$ cat config.mk
export PLATFORM = sky130hd
export DESIGN_NAME = system_qsys_nios2_oci_dct_capture
export DESIGN_NICKNAME = d
export VERILOG_FILES = /design/src/rtl/system_qsys_nios2_oci_dct_capture.sv
export SDC_FILE = /design/constraint.sdc
export NUM_CORES = 1
export LEC_CHECK = 0
export BUFFER_PORTS_ARGS = -buffer_cell sky130_fd_sc_hd__buf_2
export CAP_MARGIN = 0
export CORE_MARGIN = 5
export CORE_UTILIZATION = 55
export DETAILED_ROUTE_END_ITERATION = 8
export GPL_TIMING_DRIVEN = 0
export HOLD_SLACK_MARGIN = 0.08
export PLACE_DENSITY_LB_ADDON = 0.2
export SLEW_MARGIN = 0
export SYNTH_ARGS = -nofsm -noshare
export SYNTH_HDL_FRONTEND = slang
export SYNTH_SLANG_ARGS = --single-unit
$ cat constraint.sdc
create_clock -name clk -period 4.16 [get_ports clk]
set_clock_uncertainty 0.05 [all_clocks]
set_input_delay 0.208 -clock clk [delete_from_list [all_inputs] [get_ports clk]]
set_output_delay 0.208 -clock clk [all_outputs]
set_load 0.005 [all_outputs]
$ cat src/rtl/system_qsys_nios2_oci_dct_capture.sv
// system_qsys_nios2_oci_dct_capture
// Data-capture-trace monitor for the Nios II OCI debug path. Samples the
// {dct_count, dct_buffer} pair whenever the count changes while capturing,
// stores samples in an on-chip FIFO, freezes on test_ending and drains
// through a valid/request read port once test_has_ended is asserted.
// Optional build macro: OCI_DCT_CAPTURE_WRAP_EN -- when defined a capture
// into a full FIFO overwrites the oldest entry; otherwise it is discarded.
module system_qsys_nios2_oci_dct_capture #(
  parameter int unsigned DCT_W = 30,
  parameter int unsigned CNT_W = 4,
  parameter int unsigned DEPTH = 16
) (
  input  logic                       clk,
  input  logic                       reset_n,
  input  logic [DCT_W-1:0]           dct_buffer,
  input  logic [CNT_W-1:0]           dct_count,
  input  logic                       test_ending,
  input  logic                       test_has_ended,
  input  logic                       rd_req,
  output logic [CNT_W+DCT_W-1:0]     rd_data,
  output logic                       rd_valid,
  output logic [$clog2(DEPTH):0]     level,
  output logic                       overflow,
  output logic [7:0]                 drop_count,
  output logic [1:0]                 state
);

  localparam int unsigned PW = $clog2(DEPTH);
  localparam int unsigned LW = PW + 1;
  localparam int unsigned DW = CNT_W + DCT_W;

  typedef enum logic [1:0] {
    CAPTURE = 2'd0,
    FROZEN  = 2'd1,
    DRAIN   = 2'd2,
    DONE    = 2'd3
  } state_t;

  state_t            r_state;
  state_t            w_state_nxt;
  logic [CNT_W-1:0]  r_prev_count;
  logic [PW-1:0]     r_wr_ptr;
  logic [PW-1:0]     r_rd_ptr;
  logic [LW-1:0]     r_level;
  logic              r_overflow;
  logic [7:0]        r_drop_count;
  logic [DW-1:0]     r_rd_data;
  logic              r_rd_valid;
  logic [DW-1:0]     r_mem [DEPTH];

  logic              w_strobe;
  logic              w_pop;
  logic              w_full;
  logic              w_wr_ok;
  logic              w_ovf;
  logic              w_mem_we;
  logic              w_rd_adv;

  assign w_strobe = (dct_count != r_prev_count) && (r_state == CAPTURE);
  assign w_pop    = rd_req && (r_level != '0);
  assign w_full   = (r_level == LW'(DEPTH));
  // A pop in the same cycle frees a slot, so a full FIFO still accepts the write.
  assign w_wr_ok  = w_strobe && (!w_full || w_pop);
  assign w_ovf    = w_strobe && w_full && !w_pop;

`ifdef OCI_DCT_CAPTURE_WRAP_EN
  assign w_mem_we = w_wr_ok || w_ovf;
  assign w_rd_adv = w_pop || w_ovf;
`else
  assign w_mem_we = w_wr_ok;
  assign w_rd_adv = w_pop;
`endif

  // FSM state register
  always_ff @(posedge clk or negedge reset_n) begin
    if (!reset_n) r_state <= CAPTURE;
    else          r_state <= w_state_nxt;
  end

  // FSM next-state logic
  always_comb begin
    w_state_nxt = r_state;
    unique case (r_state)
      CAPTURE: if (test_ending)                     w_state_nxt = FROZEN;
      FROZEN:  if (test_has_ended)                  w_state_nxt = DRAIN;
      DRAIN:   if ((r_level == '0) && !w_pop)       w_state_nxt = DONE;
      DONE:                                         w_state_nxt = DONE;
      default:                                      w_state_nxt = CAPTURE;
    endcase
  end

  // Previous-count tracker, pointers, level and overflow bookkeeping
  always_ff @(posedge clk or negedge reset_n) begin
    if (!reset_n) begin
      r_prev_count <= '0;
      r_wr_ptr     <= '0;
      r_rd_ptr     <= '0;
      r_level      <= '0;
      r_overflow   <= 1'b0;
      r_drop_count <= '0;
    end else begin
      r_prev_count <= dct_count;
      if (w_mem_we) r_wr_ptr <= r_wr_ptr + PW'(1);
      if (w_rd_adv) r_rd_ptr <= r_rd_ptr + PW'(1);
      if (w_wr_ok && !w_pop)      r_level <= r_level + LW'(1);
      else if (!w_wr_ok && w_pop) r_level <= r_level - LW'(1);
      if (w_ovf) begin
        r_overflow <= 1'b1;
        if (r_drop_count != 8'hFF) r_drop_count <= r_drop_count + 8'd1;
      end
    end
  end

  // Read port: registered data with one-cycle valid pulse
  always_ff @(posedge clk or negedge reset_n) begin
    if (!reset_n) begin
      r_rd_data  <= '0;
      r_rd_valid <= 1'b0;
    end else begin
      r_rd_valid <= w_pop;
      if (w_pop) r_rd_data <= r_mem[r_rd_ptr];
    end
  end

  // Sample storage; contents need no reset
  always_ff @(posedge clk) begin
    if (w_mem_we) r_mem[r_wr_ptr] <= {dct_count, dct_buffer};
  end

  assign rd_data    = r_rd_data;
  assign rd_valid   = r_rd_valid;
  assign level      = r_level;
  assign overflow   = r_overflow;
  assign drop_count = r_drop_count;
  assign state      = r_state;

endmodule
# After elaboration in Yosys (flattened, before gate mapping)
# Memory sizes are Yosys's and may differ from the RTL's. A register that Yosys moved wholly into a read port is not among the register bits.
# Index checks and enable logic that the tools add are counted.
[word_totals]
reg_bits = 29
ram_bits = 544
in_bits = 39
out_inout_bits = 51
elab_cells = 50
n_memories = 1
[mem_list]
columns = ["memory", "depth", "word_bits", "rd", "rd_ports_with_merged_regs", "wr", "line", "source"]
rows = [
  ["r_mem", 16, 34, 1, 1, 1, "49", "logic [DW-1:0] r_mem [DEPTH];"],
]
[op_classes]
addsub = 5
n_eq_ne = 9
mux = 8
n_reduce_logical = 19
[ops]
columns = ["cell", "count"]
rows = [
  ["5-bit two-way mux", 2],
  ["4-bit by 1-bit adder with 4-bit output (second input constant)", 2],
  ["8-bit by 1-bit adder with 8-bit output (second input constant)", 1],
  ["1-bit logical AND", 8],
  ["8-bit inequality test (second input constant)", 1],
  ["2-bit case mux with 4 select lines", 1],
  ["2-bit two-way mux", 3],
  ["2-bit inequality test (second input constant)", 3],
  ["5-bit by 1-bit adder with 5-bit output (second input constant)", 1],
  ["5-bit equality test (second input constant)", 1],
  ["5-bit zero test", 1],
  ["5-bit nonzero test", 1],
  ["5-bit by 1-bit subtractor with 5-bit output (second input constant)", 1],
  ["2-bit equality test (second input constant)", 2],
  ["1-bit zero test", 4],
  ["4-bit inequality test", 1],
  ["3-bit AND reduction", 1],
  ["2-bit by 1-bit equality test with 1-bit output (second input constant)", 1],
  ["2-bit zero test", 1],
  ["1-bit two-way mux", 2],
  ["2-bit AND reduction", 1],
  ["2-bit nonzero test", 1],
  ["1-bit logical OR", 1],
]

# Logic depth before layout (Yosys ltp)
# Gate-level depths: netlist of run 1.
[depth]
word_depth = 8
depth_mapped = 13
mapped_depth_nobuf = 12

# Worst setup path after synthesis of run 1
# Ideal clock, no wire load.
[synth_timing]
path_kind = "flip-flop to flip-flop"
start = "register r_prev_count[1]"
end = "memory r_mem[4][0] (netlist bit), enable pin"
setup_ns = 0.468
arrival_ns = 3.346
t_required_ns = 3.642
path_slack_ns = 0.296
path_stages_with_launch = 6
n_path_buf = 1
period_less_slack_ns = 3.864
path_cell_list = "dfrtp_1 -> xor2_1 -> o41ai_1 -> nand2b_1 -> buf_2 -> nor3_1"
[synth_via]
elab_chain_len = 5
[synth_lines]
columns = ["element", "line", "source"]
rows = [
  ["from (decl)", "41", "logic [CNT_W-1:0] r_prev_count;"],
  ["from (signal assigned)", "102", "r_prev_count <= dct_count;"],
  ["4-bit inequality test", "59", "assign w_strobe = (dct_count != r_prev_count) && (r_state == CAPTURE);"],
  ["1-bit logical AND", "59", ""],
  ["1-bit logical AND", "63", "assign w_wr_ok = w_strobe && (!w_full || w_pop);"],
  ["1-bit two-way mux", "127", "if (w_mem_we) r_mem[r_wr_ptr] <= {dct_count, dct_buffer};"],
  ["1-bit two-way mux (implied by the code)", "127", ""],
  ["to (decl)", "49", ""],
]
# No other way between the ends.

# Worst setup path after layout of run 1
[layout_timing]
start = "input port dct_count[3]"
end = "register r_level[4] (netlist: level[4])"
[layout_via]
elab_chain_len = 6
word_cells_on_any_way = 8
classes_between = "eq/ne: 1; mux: 1; reduce/logical: 6"
[layout_lines]
columns = ["element", "line", "source"]
rows = [
  ["from (decl)", "16", "input logic [CNT_W-1:0] dct_count,"],
  ["4-bit inequality test *", "59", ""],
  ["1-bit logical AND *", "59", ""],
  ["1-bit logical AND *", "63", ""],
  ["via w_mem_we", "56", "logic w_mem_we;"],
  ["1-bit zero test", "106", "else if (!w_wr_ok && w_pop) r_level <= r_level - LW'(1);"],
  ["1-bit logical AND", "106", ""],
  ["2-bit nonzero test (no line)", "-", ""],
  ["to (signal assigned)", "105", "if (w_wr_ok && !w_pop) r_level <= r_level + LW'(1);"],
  ["to (signal assigned)", "106", ""],
  ["to (decl)", "44", "logic [LW-1:0] r_level;"],
]
# The timed path passes the listed nets; every way through them passes the cells marked *.
# A chain may end at the register's enable or synchronous reset.

==> results.md, run 1 <==
- Row count: 74
- Total power after layout: between 15000 and 20000 µW
- Max-cap violations: 0
- Routed via count: 11260
- Crit-path leading delay family: buffers and inverters
- Post-Synthesis Mean Instance Area: 22.02 µm²
- Clock buffers created by TritonCTS: 58
- Vias/cell: 6.124
- First DRT Iteration DRCs: 1095
- Final wirelength: 49940 µm
- Post-cts repair resize count: 0
- Adder and majority gate portion of the synthesized area: less than 1%
- Met1 layer usage reported by global route: 32.53%
- Final setup margin: 496.8 ps
- Critical Path Slowest Stage Cell: o41ai_1
- Met3 GRT Util: 4.659%
- HPWL reported at the end of detailed placement: 31080 µm
- Yosys warnings: 0
- Top-area cell type share of the netlist area: 71.13%
- Number of buffers on the longest clock path: 3
- Ratio of total power to cell area: 607.9 mW/mm²
- Crit-path cells: dlygate4sd3_1 -> buf_2 -> xor2_1 -> o41ai_1 -> nand2b_1 -> buf_2 -> inv_2 -> ha_1 -> inv_1 -> ha_1 -> a21o_1 -> a21oi_1 -> xnor2_1 -> nor2_1 -> xor2_1
- Dominant synthesized flop cell: edfxtp_1
- Global-route congestion overflow total: 0
- Worst IR Drop VDD: 372.3 µV
- Number of synthesized register bits: approximately 610
- Biggest area contributors in the synthesized netlist: edfxtp_1 71%, mux4_2 13%, dfrtp_1 6.9%
- Number of antenna violations at the first check in global routing: 0
- Mapped Nets: 1093
- Global-route wire length before repair: 75820 µm
- Overall global routing resource usage: ~22%
- Internal power consumption: 11780 µW
- Source-to-sink clock delay at the later pin of the worst-skew pair: approximately 600 ps
- Async SR Flop Fraction: roughly a tenth
- Diode insertion count for antenna repair: 0
- Number of placed I/O pins: 90
- Number of enable-type register cells in the synthesized netlist: between 500 and 600
- Worst path arrival time: 4090 ps
- Setup-violating endpoint count in the final report: 0
- Total Die Area: 0.04595 mm²
- Top library cells by usage in the layout, fill and taps aside: 544 x edfxtp_1, 136 x mux4_2, 101 x buf_2, 68 x o22ai_1, 63 x dfrtp_1
- Area share of xor/xnor cells in the synthesized design: 0.8390%
- Fillers: around 2700
- Netlist cell types: 36
- Number of nets in the layout: 1308
- Number of port buffers: 89
- Post-layout minimum cycle time: 3663 ps
- Layout cells sized above 1: a little under a third
- Die width: roughly 210 µm
- Required time at the worst-slack endpoint: about 4600 ps
- Most common library cell in the layout ignoring fill and taps: edfxtp_1
- Critical Path Max Stage Delay: 790 ps
- Cell count after synthesis: 1043
- Placed cell area: 0.02456 mm²
- Initial DRT Pass Iterations: 5
- Worst slack at placement: 403.8 ps
- Max Clock Freq: 273.0 MHz
- Class of the worst hold path: in -> reg
- Setup repair after global routing missed its margin: false
- Sequential group share of total power: 43.5%
- Initial core utilization: 55.87%
- Worst path buffer plus inverter count: 5
- Clock net sink count: approximately 600
- Sw power: 4514 µW
- Fraction of power spent switching nets: 27.71%
- Clk root buf: clkbuf_16
- Die extent in y: 214.4 µm
- Sequential share of the synthesized area: 77.99%
- Crit path kind: in -> reg
- Leakage power: 0.008768 µW
- Area of the core: 0.04111 mm²
- Worst slew pin tran: 1077 ps
- Final hold vios: 0
- Routing layer with the top usage in global route: met2
- Run status: finished, final reports clean
- Origin of the critical flop-to-flop path: r_prev_count[3]
- CP startpoint: dct_count[3]
- Number of H-tree levels: 2
- Leading area contributor after synthesis: edfxtp_1
- Clock slew at reported path FFs: ~60 ps
- Final slew viol count: 0
- Kind of end point of the critical path: register
- Headroom to the max-slew limit: 28.17%
- Combinational family with the most area after synthesis: multiplexers
- Combined area of all synthesized cells: 0.02297 mm²
- Min-delay src: test_has_ended
- Met2 capacity usage during global routing: 34.46%
- Final routed DRC violation total: 0
- Layout-stage area growth over the synthesis result: 16.68%
- Portion of netlist area occupied by mux cells: 15.15%
- Combinational share of power: 25.6%
- Maximum number of pins on one net before global-route repair: 45
- Average wire length per cell after detail routing: 27.17 µm
- Clock tree from TritonCTS: yes
- Compound-Gate Fraction of Synth Area: 3.056%
- Vias in the first global route: 11950
- Cell area after layout: 0.02680 mm²
- Sum Neg Setup Slack: 0 ps
- Proportion of power drawn by the clock network: 30.9%
- Post-synthesis simple-gate area fraction: 1.248%
- Final RePlAce weighted congestion: about 0.75
- Count of nets left with antenna violations after detail routing: 0
- Highest net fanout along the worst path: 18
- Nature of the critical path startpoint: primary input
- Period utilisation layout: 88.06%
-- state kept, by name, indices dropped and copies added (netlist names) --
name          flops
r_rd_ptr          4
r_prev_count      4
rd_valid          1
drop_count        8
level             5
state             2
r_wr_ptr          4
r_mem           544
rd_data          34
overflow          1
-- power by group through the flow --
stage                     combinational [µW]  clock [µW]  sequential, µW
after floorplan                         2850           0            7170
after global placement                  4100           0            7200
after detailed placement                4180           0            7210
after CTS                               4240        5120            7090
after global routing                    4530        5380            7110
final                                   4170        5040            7090
-- per-stage QoR --
step                      cells  utilization (%)  hold WS, ps
after floorplan            1043                -       -137.6
after global placement     1664            58.57        389.4
after detailed placement   1690            59.74        103.4
after CTS                  1838            65.19        303.9
after global routing       1838            65.19        372.5
final                      1838            65.19        340.1
-- cells by family after synthesis --
logic type | count (synthesis)
flip-flops | 607
multiplexers | 173
AO/OA/AOI/OAI | 116
buffers and inverters | 62
AND/OR/NAND/NOR | 52
XOR/XNOR | 22
adder cells (fa/ha/maj) | 11
-- metal layers --
metal  share of wire, %  wire (µm)
met3                7.3       3670
met4                2.5       1244
met1                 42      21180
met5                  0          0
met2                 48      23850
-- tightest hold or removal path: cells and delay by family --
| family | cells | cell delay (ps) |
|---|---|---|
| buf+inv | 2 | 630 |
| simple gates | 2 | 110 |
-- Yosys cell counts, drive strengths merged (2+ instances only) --
master and number:
edfxtp 544, ha 10, buf 22, mux2 37, nor3 4, inv 5
nand4 6, and2 9, nand3 5, o22ai 68, a21oi 36, xnor2 15
a21o 2, nand2 11, clkbuf 35, nand2b 3, xor2 7, nor2 7
o21ai 6, dfrtp 63, mux4 136
-- repair_timing --
| item | 4_1_cts | 5_1_grt |
|---|---|---|
| hold endpoints to repair | 621 | 0 |
| setup buffers | 0 | 0 |
| hold buffers | 40 | 0 |
-- area by class of cell --
type / instances / area (µm²) / area share, %
inverters: 5 / 18.77 / 0.07003
flip-flops and latches: 607 / 17910 / 66.84
repair buffers: 155 / 1281 / 4.781
clock buffers: 88 / 1675 / 6.252
clock inverters: 20 / 152.6 / 0.5696
multi-input cells: 374 / 4862 / 18.14
plain buffers: 57 / 230.2 / 0.8591
well taps: 532 / 665.6 / 2.484
-- path summary, 6_finish.rpt --
check	end	slack [ps]	cells past startpoint
setup / recovery	level[4]	500	15
hold / removal	state[1]	340	4
setup reg to reg	level[4]	570	13
hold reg to reg	overflow	430	1
max in group asynchronous	rd_data[0]	3140	4
min in group asynchronous	rd_data[26]	600	4
No activity file was read; power rests on OpenSTA's default activity.
==> run 2, diff against run 1 <==
--- a/config.mk
+++ b/config.mk
@@ -7,11 +7,11 @@
 export LEC_CHECK = 0
 export BUFFER_PORTS_ARGS = -buffer_cell sky130_fd_sc_hd__buf_2
 export CAP_MARGIN = 0
-export CORE_MARGIN = 5
 export CORE_UTILIZATION = 55
 export DETAILED_ROUTE_END_ITERATION = 8
 export GPL_TIMING_DRIVEN = 0
 export HOLD_SLACK_MARGIN = 0.08
+export MAX_ROUTING_LAYER = met4
 export PLACE_DENSITY_LB_ADDON = 0.2
 export SLEW_MARGIN = 0
 export SYNTH_ARGS = -nofsm -noshare
==> run 2 against run 1 <==
Against the previous run:
- the run now ends with DRC left
- hold slack lost 2.2 ps
- combinational power hardly changed
- via count up 0.19%
- sequential share of layout area down 0.23 points
- first-iteration DRC count fell by 20%
- total power increased by 1.1%
- final area up 0.35%
- clock power is 3% higher
- sequential power hardly changed
- largest cell class unchanged
==> results.md, run 2 (synthesis results as in run 1) <==
- Run status: finished, violations left
- Violations in the final reports: DRC
- Initial DRT Pass Iterations: 7
- Number of buffers on the longest clock path: 3
- Proportion of power drawn by the clock network: 31.6%
- Number of antenna violations at the first check in global routing: 1
- Class of the worst hold path: in -> reg
- Initial core utilization: 55.99%
- Final hold vios: 0
- Combinational share of power: 25.4%
- Final wirelength: 50160 µm
- Headroom to the max-slew limit: 20.89%
- Average wire length per cell after detail routing: 27.24 µm
- Kind of end point of the critical path: register
- Nature of the critical path startpoint: primary input
- Top library cells by usage in the layout, fill and taps aside: 544 x edfxtp_1, 136 x mux4_2, 101 x buf_2, 68 x o22ai_1, 63 x dfrtp_1
- Highest metal layer with signal wires: met4
- Post-Layout Cell Count: 1841
- Global-route congestion overflow total: 0
- Global-route wire length before repair: 74030 µm
- Vias in the first global route: ~12000
- Total Die Area: 0.04258 mm²
- Routed length on met2: approximately 25000 µm
- Source-to-sink clock delay at the later pin of the worst-skew pair: 600 ps
- Max Clock Freq: 269.5 MHz
- First DRT Iteration DRCs: 880
- Critical Path Max Stage Delay: 820 ps
- Die width: 206.4 µm
- Number of H-tree levels: 2
- Crit-path cells: dlygate4sd3_1 -> buf_2 -> xor2_1 -> o41ai_1 -> nand2b_1 -> buf_2 -> inv_2 -> ha_1 -> inv_1 -> ha_1 -> a21o_1 -> a21oi_1 -> xnor2_1 -> nor2_1 -> xor2_1
- Layout-stage area growth over the synthesis result: 17.08%
- Area of the core: about 0.04 mm²
- Leakage power: between 0.008 and 0.009 µW
- Period utilisation layout: 89.19%
- Critical Path Slowest Stage Cell: o41ai_1
- Post-Route Utilization: 65.56%
- Metal-1 WL: 21280 µm
- Overall global routing resource usage: 25.29%
- Vias/cell: 6.125
- Count of nets left with antenna violations after detail routing: 0
- Highest net fanout along the worst path: 18
- Clock slew at reported path FFs: 60 ps
- Internal power consumption: 11930 µW
- Placed cell count: 1689
- Clock tree from TritonCTS: yes
- Setup repair after global routing missed its margin: false
- Number of port buffers: 89
- Setup-violating endpoint count in the final report: 0
- Row count: 74
- Routed via count: 11280
- Clock net sink count: 607
- Final routed DRC violation total: 6
- Clk root buf: clkbuf_16
- Clock buffers created by TritonCTS: 59
- Number of flip-flops under the largest register name: 544
- Layout cells sized above 1: 31.12%
- Max-cap violations: 0
- HPWL reported at the end of detailed placement: roughly 31000 µm
- Met3 layer wire length in the routed design: 3013 µm
- Worst slew pin tran: 1187 ps
- Final slew viol count: 0
- Fraction of power spent switching nets: 27.55%
- Sw power: 4537 µW
- Number of placed I/O pins: 90
- Required time at the worst-slack endpoint: 4590 ps
- Number of nets in the layout: 1308
- Register name with the most flops: r_mem
- Worst IR Drop VDD: between 300 and 400 µV
- Sum Neg Setup Slack: 0 ps
- Most common library cell in the layout ignoring fill and taps: edfxtp_1
- Sequential group share of total power: 43.0%
- Ratio of total power to cell area: 612.3 mW/mm²
- Total power after layout: 16460 µW
- Die extent in y: 206.4 µm
- Worst path arrival time: 4140 ps
- Maximum number of pins on one net before global-route repair: 42
- Final RePlAce weighted congestion: 0.7398
- Post-layout minimum cycle time: 3710 ps
- Crit path kind: in -> reg
==> run 2: stage by stage <==
step / hold WS (ps) / setup slack, ps / instance area (µm²)
2_1_floorplan: -137.6 / 296.1 / 22970
5_1_grt: 385.5 / 168.8 / 26890
3_5_place_dp: 132.3 / 344.1 / 24580
6_report: 337.9 / 449.6 / 26890
3_3_place_gp: 384.4 / -2905 / 24080
4_1_cts: 307.2 / 415.0 / 26890
==> run 2: timing repair <==
item | in CTS | in global routing
setup buffers | 0 | 0
gates resized for setup | 0 | 0
endpoints found under the hold margin | 621 | 0
hold buffers | 40 | 0
==> run 2: final timing paths <==
path	startpoint	end	slack, ps	depth (start not counted)
max	dct_count[3]	level[4]	450	15
min	test_has_ended	state[1]	340	4
max reg2reg	r_prev_count[3]	level[4]	530	13
min reg2reg	overflow	overflow	440	1
max in group asynchronous	reset_n	rd_data[8]	3150	4
min in group asynchronous	reset_n	rd_data[26]	630	4
==> run 2: routing by layer <==
| metal | global-route usage (%) | up-vias |
|---|---|---|
| met4 | 6.854 | 0 |
| met5 | - | - |
| met3 | 3.974 | 83 |
| met1 | 34.60 | 5981 |
| li1 | - | 4802 |
| met2 | 40.11 | 411 |
==> run 2: area by class of cell <==
class / count / area [µm²]
sequential: 607 / 17910
fill: 2674 / 14130
multi-input combinational: 374 / 4862
clock buffer: 96 / 1748
timing repair buffer: 154 / 1300
tap: 532 / 665.6
buffer: 57 / 230.2
clock inverter: 15 / 151.4
inverter: 5 / 18.77
antenna: 1 / 2.502
==> run 2: critical path, delay by kind of cell <==
kind / cells / cell delay, ps
compound gates: 3 / 1160
fa+ha+maj: 2 / 540
simple gates: 2 / 250
xor+xnor: 3 / 520
buf+inv: 5 / 1430
==> run 2: power groups by stage <==
stage	Combinational, µW	Clock (µW)	Sequential (µW)
2_1_floorplan	2850	0	7170
3_5_place_dp	4190	0	7210
4_1_cts	4240	5260	7090
3_3_place_gp	4090	0	7200
6_report	4180	5200	7090
5_1_grt	4520	5460	7110
